**src/rtl/tdm_rx_pingpong_if.sv**
```systemverilog
// TDM link and STM readout signals of the ping-pong receiver.
// master: link/STM driver side, slave: the receiver.
interface tdm_rx_pingpong_if;
    logic f0;
    logic c4;
    logic data_from_dt;
    logic clk_from_stm;
    logic data_to_stm;
    logic cpu_int;
    logic ready_buf;
    logic overrun;
    logic frame_err;

    modport master (
        output f0, c4, data_from_dt, clk_from_stm,
        input  data_to_stm, cpu_int, ready_buf, overrun, frame_err
    );

    modport slave (
        input  f0, c4, data_from_dt, clk_from_stm,
        output data_to_stm, cpu_int, ready_buf, overrun, frame_err
    );
endinterface

```
**src/rtl/tdm_rx_pingpong.sv**
```systemverilog
// TDM receive path: oversamples f0/c4/data in the clk50 domain, packs
// BITS_PER_FRAME bits per frame into one half of a ping-pong buffer and
// hands full halves to the STM, which shifts them out with clk_from_stm.
// Optional macro TDM_FRAME_CHECK_EN enables the sticky frame-length check.
module tdm_rx_pingpong #(
    parameter int BITS_PER_FRAME = 32,
    parameter int FRAMES_PER_BUF = 16,
    parameter int C4_PER_BIT     = 2,
    parameter int SYNC_STAGES    = 2
) (
    input logic              clk50,
    input logic              reset_in_rg,
    tdm_rx_pingpong_if.slave tdm
);
    localparam int BUF_BITS = FRAMES_PER_BUF * BITS_PER_FRAME;
    localparam int RD_W     = (BUF_BITS > 1) ? $clog2(BUF_BITS) : 1;
    localparam int FC_W     = (FRAMES_PER_BUF > 1) ? $clog2(FRAMES_PER_BUF) : 1;
    localparam int C4_W     = (C4_PER_BIT > 1) ? $clog2(C4_PER_BIT) : 1;
    localparam int BC_W     = $clog2(BITS_PER_FRAME + 1);

    // {f0, c4, data} share one chain so they stay mutually aligned
    logic [SYNC_STAGES-1:0][2:0] link_sync;
    logic [SYNC_STAGES-1:0]      stm_sync;
    logic                        f0_s, c4_s, data_s, stm_s;
    logic                        c4_d, stm_d;
    logic                        c4_rise_q, stm_rise_q, f0_q, data_q;

    logic [C4_W-1:0]             c4_cnt;
    logic [BC_W-1:0]             bit_cnt;
    logic [FC_W-1:0]             frame_cnt;
    logic [RD_W-1:0]             rd_ptr;
    logic                        wsel;
    logic                        armed;
    logic                        data_to_stm_q, cpu_int_q, ready_buf_q, overrun_q;
    logic [1:0][BUF_BITS-1:0]    buf_q;

    logic                        cap_wr, frame_done, swap;
    logic [RD_W-1:0]             waddr;

    assign f0_s   = link_sync[SYNC_STAGES-1][2];
    assign c4_s   = link_sync[SYNC_STAGES-1][1];
    assign data_s = link_sync[SYNC_STAGES-1][0];
    assign stm_s  = stm_sync[SYNC_STAGES-1];

    // Synchronisers plus registered rising-edge events with aligned f0/data
    always_ff @(posedge clk50) begin
        if (reset_in_rg) begin
            link_sync  <= '0;
            stm_sync   <= '0;
            c4_d       <= 1'b0;
            stm_d      <= 1'b0;
            c4_rise_q  <= 1'b0;
            stm_rise_q <= 1'b0;
            f0_q       <= 1'b0;
            data_q     <= 1'b0;
        end else begin
            link_sync  <= {link_sync[SYNC_STAGES-2:0], {tdm.f0, tdm.c4, tdm.data_from_dt}};
            stm_sync   <= {stm_sync[SYNC_STAGES-2:0], tdm.clk_from_stm};
            c4_d       <= c4_s;
            stm_d      <= stm_s;
            c4_rise_q  <= c4_s & ~c4_d;
            stm_rise_q <= stm_s & ~stm_d;
            f0_q       <= f0_s;
            data_q     <= data_s;
        end
    end

    // Capture qualification; nothing is stored until an f0 low has been seen
    always_comb begin
        cap_wr     = c4_rise_q && f0_q && armed && (c4_cnt == '0) &&
                     (bit_cnt < BC_W'(BITS_PER_FRAME));
        frame_done = cap_wr && (bit_cnt == BC_W'(BITS_PER_FRAME - 1));
        swap       = frame_done && (frame_cnt == FC_W'(FRAMES_PER_BUF - 1));
        waddr      = RD_W'(frame_cnt) * RD_W'(BITS_PER_FRAME) + RD_W'(bit_cnt);
    end

    // Buffer storage survives reset; only writes are suppressed during it
    always_ff @(posedge clk50) begin
        if (!reset_in_rg && cap_wr)
            buf_q[wsel][waddr] <= data_q;
    end

    // Capture counters, buffer swap and STM readout; swap beats a read edge
    always_ff @(posedge clk50) begin
        if (reset_in_rg) begin
            c4_cnt        <= '0;
            bit_cnt       <= '0;
            frame_cnt     <= '0;
            rd_ptr        <= '0;
            wsel          <= 1'b0;
            armed         <= 1'b0;
            data_to_stm_q <= 1'b0;
            cpu_int_q     <= 1'b0;
            ready_buf_q   <= 1'b0;
            overrun_q     <= 1'b0;
        end else begin
            if (c4_rise_q) begin
                if (!f0_q) begin
                    c4_cnt  <= '0;
                    bit_cnt <= '0;
                    armed   <= 1'b1;
                end else begin
                    c4_cnt <= (c4_cnt == C4_W'(C4_PER_BIT - 1)) ? '0 : c4_cnt + C4_W'(1);
                    if (cap_wr)
                        bit_cnt <= bit_cnt + BC_W'(1);
                end
            end
            if (frame_done)
                frame_cnt <= swap ? '0 : frame_cnt + FC_W'(1);
            if (swap) begin
                wsel        <= ~wsel;
                ready_buf_q <= wsel;
                rd_ptr      <= '0;
                cpu_int_q   <= 1'b1;
                if (cpu_int_q)
                    overrun_q <= 1'b1;
            end else if (stm_rise_q) begin
                data_to_stm_q <= buf_q[ready_buf_q][rd_ptr];
                if (rd_ptr == RD_W'(BUF_BITS - 1)) begin
                    rd_ptr    <= '0;
                    cpu_int_q <= 1'b0;
                end else begin
                    rd_ptr <= rd_ptr + RD_W'(1);
                end
            end
        end
    end

    assign tdm.data_to_stm = data_to_stm_q;
    assign tdm.cpu_int     = cpu_int_q;
    assign tdm.ready_buf   = ready_buf_q;
    assign tdm.overrun     = overrun_q;

`ifdef TDM_FRAME_CHECK_EN
    logic f0_d, f0_fall_q, frame_err_q;

    // Flag frames whose bit count was short when the next f0 low arrives
    always_ff @(posedge clk50) begin
        if (reset_in_rg) begin
            f0_d        <= 1'b0;
            f0_fall_q   <= 1'b0;
            frame_err_q <= 1'b0;
        end else begin
            f0_d      <= f0_s;
            f0_fall_q <= f0_d & ~f0_s;
            if (f0_fall_q && armed && (bit_cnt != BC_W'(BITS_PER_FRAME)))
                frame_err_q <= 1'b1;
        end
    end

    assign tdm.frame_err = frame_err_q;
`else
    assign tdm.frame_err = 1'b0;
`endif

endmodule

```
**src/flat_wrapper.sv**
```systemverilog
// flat-port wrapper written by rule: the top's interface ports become plain ports
module tdm_rx_pingpong_flat 
#(
    parameter int BITS_PER_FRAME = 32,
    parameter int FRAMES_PER_BUF = 16,
    parameter int C4_PER_BIT     = 2,
    parameter int SYNC_STAGES    = 2
)
  (clk50, reset_in_rg, tdm_f0, tdm_c4, tdm_data_from_dt, tdm_clk_from_stm, tdm_data_to_stm, tdm_cpu_int, tdm_ready_buf, tdm_overrun, tdm_frame_err);
  tdm_rx_pingpong_if tdm_i ();
  input logic clk50;
  input logic reset_in_rg;
  input wire logic [$bits(tdm_i.f0)-1:0] tdm_f0;
  input wire logic [$bits(tdm_i.c4)-1:0] tdm_c4;
  input wire logic [$bits(tdm_i.data_from_dt)-1:0] tdm_data_from_dt;
  input wire logic [$bits(tdm_i.clk_from_stm)-1:0] tdm_clk_from_stm;
  output wire logic [$bits(tdm_i.data_to_stm)-1:0] tdm_data_to_stm;
  output wire logic [$bits(tdm_i.cpu_int)-1:0] tdm_cpu_int;
  output wire logic [$bits(tdm_i.ready_buf)-1:0] tdm_ready_buf;
  output wire logic [$bits(tdm_i.overrun)-1:0] tdm_overrun;
  output wire logic [$bits(tdm_i.frame_err)-1:0] tdm_frame_err;
  assign tdm_i.f0 = tdm_f0;
  assign tdm_i.c4 = tdm_c4;
  assign tdm_i.data_from_dt = tdm_data_from_dt;
  assign tdm_i.clk_from_stm = tdm_clk_from_stm;
  assign tdm_data_to_stm = tdm_i.data_to_stm;
  assign tdm_cpu_int = tdm_i.cpu_int;
  assign tdm_ready_buf = tdm_i.ready_buf;
  assign tdm_overrun = tdm_i.overrun;
  assign tdm_frame_err = tdm_i.frame_err;
  tdm_rx_pingpong #(.BITS_PER_FRAME(BITS_PER_FRAME), .FRAMES_PER_BUF(FRAMES_PER_BUF), .C4_PER_BIT(C4_PER_BIT), .SYNC_STAGES(SYNC_STAGES)) u_core (.clk50(clk50), .reset_in_rg(reset_in_rg), .tdm(tdm_i));
endmodule
```
**config.mk**
```make
export PLATFORM = sky130hd
export DESIGN_NAME = tdm_rx_pingpong_flat
export DESIGN_NICKNAME = d
export VERILOG_FILES = /design/src/rtl/tdm_rx_pingpong_if.sv /design/src/rtl/tdm_rx_pingpong.sv /design/src/flat_wrapper.sv
export SDC_FILE = /design/constraint.sdc
export NUM_CORES = 1
export LEC_CHECK = 0
export CORE_MARGIN = 4
export CORE_UTILIZATION = 40
export DETAILED_ROUTE_END_ITERATION = 6
export DONT_BUFFER_PORTS = 1
export PLACE_DENSITY_LB_ADDON = 0.2
export RECOVER_POWER = 100
export SLEW_MARGIN = 20
export SYNTH_ARGS = -nofsm -noshare
export SYNTH_HDL_FRONTEND = slang
export SYNTH_SLANG_ARGS = --single-unit
```
**constraint.sdc**
```tcl
create_clock -name clk50 -period 23.2 [get_ports clk50]
set_clock_uncertainty 0.1 [all_clocks]
set_input_delay 2.32 -clock clk50 [delete_from_list [all_inputs] [get_ports clk50]]
set_output_delay 2.32 -clock clk50 [all_outputs]
set_load 0.05 [all_outputs]
```
# After elaboration in Yosys (flattened, before gate mapping)
# Index checks and enable logic that the tools add are counted.
[classes]
n_addsub = 5
order_cmp = 7
eq_ne = 4
mux = 18
bitwise = 8
n_reduce_logical = 18
[op_table]
columns = ["operator", "n"]
rows = [
  ["512-bit two-way mux", 3],
  ["1024-bit bitwise mux", 1],
  ["512-bit demux with 1-bit select", 1],
  ["9-bit by 10-bit less-than comparator with 1-bit output (second input constant)", 2],
  ["6-bit two-way mux", 2],
  ["2-bit AND reduction", 5],
  ["9-bit by 1-bit adder with 9-bit output (second input constant)", 1],
  ["9-bit by 6-bit adder with 9-bit output", 1],
  ["1-bit binary-select mux with 9-bit select", 1],
  ["1-bit demux with 9-bit select", 1],
  ["9-bit equality test (second input constant)", 1],
  ["9-bit by 1-bit >= comparator with 1-bit output (second input constant)", 1],
  ["1-bit logical AND", 9],
  ["9-bit two-way mux", 1],
  ["1-bit two-way mux", 7],
  ["6-bit by 1-bit adder with 6-bit output (second input constant)", 1],
  ["6-bit by 5-bit equality test with 1-bit output (second input constant)", 1],
  ["6-bit less-than comparator (second input constant)", 1],
  ["1-bit inverter", 6],
  ["4-bit by 1-bit adder with 4-bit output (second input constant)", 1],
  ["4-bit equality test (second input constant)", 1],
  ["1-bit by 2-bit less-than comparator with 1-bit output (second input constant)", 2],
  ["4-bit two-way mux", 1],
  ["2-bit nonzero test", 2],
  ["other kinds (6)", 7],
]
[word_totals]
ff_bits = 1064
wordCells = 81

# Depth between registers and ports, before layout
# Gate-level depths: netlist of run 1.
[logic_depth]
word_depth = 8
mapped_depth = 13

# Worst setup path before layout of run 1
# Ideal clock, no wire load.
[synth_path]
path_kind = "register to register"
start = "reg u_core.data_q"
end = "reg u_core.buf_q[0] in the netlist's numbering (data pin)"
arrival_ps = 12732
required_time_ps = 20288
slack_ps = 7555
stages_incl_launch_ff = 1
path_buffers = 0
cell_sequence = "dfxtp_1"
[synth_via]
elab_chain_len = 1
[synth_rtl]
columns = ["item", "line_no", "text"]
rows = [
  ["start, declared", "tdm_rx_pingpong.sv:26", "logic c4_rise_q, stm_rise_q, f0_q, data_q;"],
  ["start signal, assigned", "tdm_rx_pingpong.sv:64", "data_q <= data_s;"],
  ["1024-bit bitwise mux", "tdm_rx_pingpong.sv:80", "buf_q[wsel][waddr] <= data_q;"],
  ["end signal, assigned by index", "tdm_rx_pingpong.sv:80", ""],
  ["end, declared", "tdm_rx_pingpong.sv:35", "logic [1:0][BUF_BITS-1:0] buf_q;"],
]
# No other way between the ends.
# A chain may end at the register's enable or synchronous reset.

# Worst setup path in the final report of run 1
[layout_path]
start = "reg u_core.rd_ptr[0]"
end = "reg u_core.data_to_stm_q, in the netlist u_core.tdm.data_to_stm"
[layout_via]
elab_chain_len = 2
[layout_rtl]
columns = ["item", "line_no", "text"]
rows = [
  ["start, declared", "tdm_rx_pingpong.sv:31", "logic [RD_W-1:0] rd_ptr;"],
  ["start signal, assigned", "tdm_rx_pingpong.sv:123", "rd_ptr <= rd_ptr + RD_W'(1);"],
  ["1-bit binary-select mux with 9-bit select", "tdm_rx_pingpong.sv:118", "data_to_stm_q <= buf_q[ready_buf_q][rd_ptr];"],
  ["1-bit two-way mux (not written as such)", "tdm_rx_pingpong.sv:118", ""],
  ["end signal, assigned", "tdm_rx_pingpong.sv:118", ""],
  ["end, declared", "tdm_rx_pingpong.sv:34", "logic data_to_stm_q, cpu_int_q, ready_buf_q, overrun_q;"],
]
# No other way between the ends. The select of a mux whose other input is x is not followed.

==> results of run 1 <==
-- per-layer routing --
metal / vias up / track usage, % / wire length [um]
met1: 14600 / 30.6 / 55200
met2: 1230 / 36.0 / 65000
met4: 0 / 6.15 / 3640
met3: 210 / 4.04 / 12200
met5: - / 0 / 0
li1: 11700 / - / -
-- layout by cell type, fill, tap and decap left out, drive strengths merged, types with 4 or more instances in the layout --
| cell | netlist | layout |
|---|---|---|
| a211o | 5 | 5 |
| a211oi | 16 | 16 |
| a21oi | 41 | 41 |
| a221oi | 22 | 22 |
| a22o | 5 | 5 |
| a22oi | 27 | 27 |
| a31oi | 5 | 5 |
| and2 | 15 | 15 |
| and3 | 6 | 6 |
| buf | 140 | 35 |
| bufinv | 0 | 12 |
| clkbuf | 170 | 156 |
| clkinv | 2 | 48 |
| dfxtp | 40 | 40 |
| edfxtp | 1024 | 1024 |
| ha | 9 | 9 |
| inv | 10 | 13 |
| mux2 | 5 | 5 |
| mux2i | 156 | 156 |
| mux4 | 193 | 193 |
| nand2 | 95 | 95 |
| nand3 | 22 | 22 |
| nand3b | 4 | 4 |
| nand4 | 7 | 7 |
| nor2 | 1091 | 1091 |
| nor2b | 28 | 28 |
| nor3 | 13 | 13 |
| nor4 | 5 | 5 |
| o211ai | 6 | 6 |
| o21ai | 20 | 20 |
| o221ai | 32 | 32 |
| o22ai | 6 | 6 |
| or3 | 5 | 5 |
| xnor2 | 11 | 11 |
| xor2 | 8 | 8 |
-- worst reg2reg max path: stages, from the launching register on --
cell	delay [ps]
dfxtp_1	1290
clkbuf_1	1540
clkbuf_1	5930
nand3_1	2380
o221ai_1	870
a21oi_1	80
a211oi_1	920
a211oi_1	240
or4_1	490
a32oi_1	260
o31a_1	160
-- final cells by class --
class,count,area share [%]
Sequential cell,1064,62.5
Multi-Input combinational cell,1891,25.7
Clock buffer,144,6.05
Clock inverter,62,1.19
Tap cell,1512,3.75
Timing Repair Buffer,47,0.642
Inverter,12,0.0893
-- cells by family after synthesis --
group | Yosys count
adder cells (fa/ha/maj) | 9
other | 1
AO/OA/AOI/OAI | 204
multiplexers | 354
flip-flops | 1064
AND/OR/NAND/NOR | 1304
buffers and inverters | 322
XOR/XNOR | 19
-- registers in the layout, summed over array words and instances, names as in the netlist, 2 cells and up --
name	cells
u_core.rd_ptr	9
u_core.link_sync	3
u_core.bit_cnt	6
u_core.stm_sync	2
u_core.frame_cnt	4
u_core.buf_q	1024
-- Yosys cell counts (all sizes together) (22+ instances only) --
library cell and number:
dfxtp 40, clkbuf 170, mux2i 156, a22oi 27, nor2 1091, nor2b 28, edfxtp 1024, buf 140
a21oi 41, o221ai 32, nand3 22, nand2 95, mux4 193, a221oi 22
-- stage by stage --
stage	instance area, sq um	instances
finish	50400	4732
global route	50400	4732
CTS	50700	4730
detailed placement	47100	4524
global placement	47100	4524
floorplan	46000	3277
-- power by group through the flow --
| stage | Combinational (uW) | Clock (uW) | Sequential (uW) |
|---|---|---|---|
| global route | 38.9 | 1900 | 2090 |
| detailed placement | 33.2 | 0 | 2130 |
| CTS | 33.2 | 1820 | 2090 |
| global placement | 32.0 | 0 | 2130 |
| floorplan | 16.1 | 0 | 2150 |
| finish | 36.9 | 1800 | 2100 |
-- path summary, 6_finish.rpt --
kind / to / slack [ps]
setup / recovery: u_core.tdm.data_to_stm / 8900
hold / removal: u_core.stm_rise_q / 280
setup reg to reg: u_core.tdm.data_to_stm / 8900
hold reg to reg: u_core.stm_rise_q / 280
==> results_dict.tcl, run 1 <==
set metrics [dict create \
    status "finished with violations" \
    failed_checks "max-capacitance violations, max-slew violations" \
    routedWlPerCell_um 28.7 \
    hold_class "register to register" \
    synth_top_family_by_area "multiplexers" \
    yosys.area.top_type_share_pct 66.8 \
    p_seq_share_pct 53.3 \
    switching_share_pct 19.5 \
    diodes 0 \
    dpl_worst_slack_ps 17590 \
    startpoint "u_core.rd_ptr[0]" \
    tritoncts "built" \
    cts_buffers 111 \
    cts_resized 0 \
    path_clk_slew_ps 60 \
    synth_area_leaders "edfxtp_1 67%, mux4_2 9.1%, nor2_1 8.9%" \
    cts_root_buf "clkbuf_16" \
    worstHoldStart "u_core.stm_d" \
    syn_inst 3277 \
    synth.distinct_cells 65 \
    critical-path-top-delay-family "buffers and inverters" \
    ys_warn_count 0 \
    fin_ws_ps 8900 \
    wirelength_um 136000 \
    finalNetCount 3142 \
    setup_viol 0 \
    crit_arrival_ps 14830 \
    route.detailed.drc 0 \
    drive_above_1_share_pct 12.8 \
    slew_headroom_pct -475 \
    core_area_sq_mm 0.114 \
    min_path_cells 1 \
    yosysSeqAreaShare_pct 68.5 \
    synth_mux_area_share_pct 13.0 \
    portBuffers 0 \
    grt_first_pass_wirelength_um 192000 \
    timing.max_cap.violations 42 \
    post-dp-hpwl_um 66400 \
    path_cells "clkbuf_1 -> clkbuf_1 -> nand3_1 -> o221ai_1 -> a21oi_1 -> a211oi_1 -> a211oi_1 -> or4_1 -> a32oi_1 -> o31a_1" \
    power_leakage_uw 0.0135 \
    synth_compound_area_share_pct 3.23 \
    cp.depth 10 \
    ys.flop_type "edfxtp_1" \
    max_freq_mhz 69.9 \
    pin_count 11 \
    synth_simple_gate_area_share_pct 11.2 \
    drt_pass1_iterations 5 \
    worst_pin_slew_ps 8620 \
    crit_buf_inv 2 \
    p_comb_share_pct 0.9 \
    whs_ps 285 \
    cp_max_fo 116 \
    worstSetupPathType "register to register" \
    post-cts-setup-buffer-count 0 \
    grt_start_max_net_pins 307 \
    cts_max_level 3 \
    slowest_delay_ps 5920 \
    finalHoldViolCount 0 \
    fin_crit_ps 14300 \
    track_usage_pct 22.1 \
    area_delta_synth_final_pct 9.59 \
    slowest_stage "clkbuf_1" \
    overflow 0 \
    synthAdderAreaFrac_pct 0.245 \
    finalMaxSlewViolations 2151 \
    antenna_found_initial 3 \
    yosys.area.top_type "edfxtp_1" \
    dieArea_sq_mm 0.121 \
    multi_input_area_sq_mm 0.0130 \
    drt-initial-drc-count 3904 \
    rsz0062_at_grt "false" \
    row_count 124 \
    synthesis.nets 3292 \
    seq_area_sq_mm 0.0316 \
    grt_pass1_vias 27200 \
    p_per_area_mw_per_mm2 77.9 \
    syn-cell-area_sq_mm 0.0460 \
    vias 27700 \
    postCtsHoldBufs 0 \
    required_ps 23730 \
    synth_edf_count 1024 \
    ys_ff_latch 1064 \
    endpoint_kind "register" \
    clockBufferDepth 3 \
    min_period_over_period_pct 61.6 \
    cts.sinks 1064 \
    fin_tns_setup_ps 0 \
    reg2reg_depth 10 \
    peakVddDrop_mv 0.0707 \
    clockPowerShare_pct 45.7 \
    startpoint_type "register" \
    intPower_uw 3160 \
    antenna_left 0 \
    synth.avg_cell_area_sq_um 14.0 \
    async_flop_share_pct 0 \
    die_w_um 347 \
    p_sw_uw 767 \
    start_util_pct 40.3 \
    reg2reg_from "u_core.rd_ptr[0]" \
    clk_latency_ps 690 \
    power.total_uw 3930 \
    fp.dieH_um 347 \
    gp_congestion 0.782 \
    viasPerCell 5.86 \
    fillers 10200 \
    fin_util_pct 44.1 \
    synth_xor_area_share_pct 0.362 \
]
No activity file was read; power rests on OpenSTA's default activity.
==> run 2, diff against run 1 <==
==> constraint.sdc (replaced) <==
create_clock -name clk50 -period 12.4 [get_ports clk50]
set_clock_uncertainty 0.1 [all_clocks]
set_input_delay 1.24 -clock clk50 [delete_from_list [all_inputs] [get_ports clk50]]
set_output_delay 1.24 -clock clk50 [all_outputs]
set_load 0.05 [all_outputs]
==> run 2 against run 1 <==
Effect of this change: the run still ends with max-capacitance violations, max-slew violations left; critical path type unchanged; cell area increased by 0.11%; largest power group unchanged; register-to-register slack worse by 4500 ps; non-clock buffer count increased by 10; highest routed layer unchanged; setup slack got worse by 4500 ps.
==> results_dict.tcl, run 2 (same netlist as run 1, synthesis figures left out) <==
set metrics [dict create \
    tritoncts "built" \
    status "finished with violations" \
    finalNetCount 3155 \
    cp_max_fo 105 \
    route.detailed.drc 0 \
    rr_endpoint "u_core.buf_q[744]" \
    dieArea_sq_mm 0.121 \
    finalHoldViolCount 0 \
    gp_congestion 0.782 \
    setup_viol 0 \
    vias 27800 \
    rsz0062_at_grt "false" \
    fin_crit_ps 8020 \
    reg.largest.list "u_core.buf_q: 1024 flops, u_core.rd_ptr: 9 flops, u_core.bit_cnt: 6 flops" \
    seq_area_sq_mm 0.0316 \
    antenna_found_initial 6 \
    postPlaceCellArea_sq_mm 0.0471 \
    antenna_left 0 \
    required_ps 12250 \
    peakVddDrop_mv 0.116 \
    whs_ps 285 \
    cts_root_buf "clkbuf_16" \
    clk_latency_ps 700 \
    post-dp-hpwl_um 68400 \
    postCtsHoldBufs 0 \
    wl_met2_um 63500 \
    mostFrequentLayoutCell "nor2_1" \
    fp.dieH_um 347 \
    drt-initial-drc-count 3660 \
    path_clk_slew_ps 60 \
    timing.max_cap.violations 17 \
    cts_buffers 114 \
    top_layer "met4" \
    reg2reg_depth 2 \
    slew_headroom_pct -227 \
    largest_reg_flops 1024 \
    p_per_area_mw_per_mm2 143 \
    die_w_um 347 \
    row_count 124 \
    fin_tns_setup_ps 0 \
    worstSetupPathType "register to register" \
    drt_pass1_iterations 5 \
    portBuffers 0 \
    cts_max_level 3 \
    track_usage_pct 22.0 \
    clockBufferDepth 3 \
    hold_class "register to register" \
    cts.sinks 1064 \
    startpoint "u_core.data_q" \
    fillers 10200 \
    viasPerCell 5.85 \
    final_cell_mix "1,090 x nor2_1, 1,024 x edfxtp_1, 185 x mux4_2, 156 x mux2i_1, 115 x clkbuf_16" \
    startpoint_type "register" \
    finalMaxSlewViolations 908 \
    cts_resized 0 \
    overflow 0 \
    grt_start_max_net_pins 281 \
    worst_pin_slew_ps 4900 \
    max_freq_mhz 125 \
    crit_end "u_core.buf_q[744]" \
    crit_arrival_ps 7870 \
    routedWlPerCell_um 28.4 \
    min_period_over_period_pct 64.7 \
    post-cts-setup-buffer-count 0 \
    grt_first_pass_wirelength_um 191000 \
    drive_above_1_share_pct 13.2 \
    wirelength_um 135000 \
    largest_register "u_core.buf_q" \
    start_util_pct 40.3 \
    grt_pass1_vias 27700 \
    core_area_sq_mm 0.114 \
    reg2reg_from "u_core.data_q" \
    drt-met1-wl_um 54500 \
    met3_length_um 13000 \
    multi_input_area_sq_mm 0.0131 \
    r2r_slack_ps 4380 \
    pin_count 11 \
    power_leakage_uw 0.0134 \
    endpoint_kind "register" \
    failed_checks "max-capacitance violations, max-slew violations" \
    finalInstanceArea_sq_mm 0.0505 \
    area_delta_synth_final_pct 9.72 \
]
[run 2: final cells by class]
type | count | area share (%)
repair buffers | 57 | 0.862
clock inverters | 72 | 1.01
inverters | 12 | 0.0892
multi-input cells | 1891 | 25.9
diodes | 2 | 0.00991
well taps | 1512 | 3.75
clock buffers | 144 | 5.95
flip-flops and latches | 1064 | 62.5
[run 2: worst min-delay path by stage]
stage	endpoint	start	cells after the start	slack (ps)
floorplan	u_core.c4_rise_q	u_core.c4_d	1	270
global placement	u_core.c4_rise_q	u_core.c4_d	1	280
detailed placement	u_core.c4_rise_q	u_core.c4_d	1	280
CTS	u_core.c4_rise_q	u_core.c4_d	1	290
global route	u_core.c4_rise_q	u_core.c4_d	1	300
finish	u_core.c4_rise_q	u_core.c4_d	1	280
[run 2: power breakdown]
group	internal (uW)	leakage (uW)	total (uW)	switching, uW
Sequential	3910	0.00871	3920	3.89
Clock	1820	0.00171	3230	1410
Combinational	17.2	0.00302	62.3	45.0
Total	5740	0.0134	7210	1460
[run 2: critical path, stage by stage (launching register included)]
cell and delay [ps]:
dfxtp_1 1180, clkbuf_1 3010, clkbuf_1 2810
[run 2: per-stage QoR]
stage	setup slack, ps	utilization (%)	std cells	power, uW
after detailed placement	7500	41.2	4535	4050
after floorplan	3830	-	3277	4040
after global placement	7450	41.2	4535	4050
final	4380	44.2	4754	7210
after CTS	7480	44.2	4751	7250
after global routing	3720	44.2	4752	7420
[run 2: metal layers]
metal  up-vias  track usage, %
met5         -               0
li1      11700               -
met4         0            6.89
met1     14500            30.3
met3       212            4.61
met2      1339            35.2
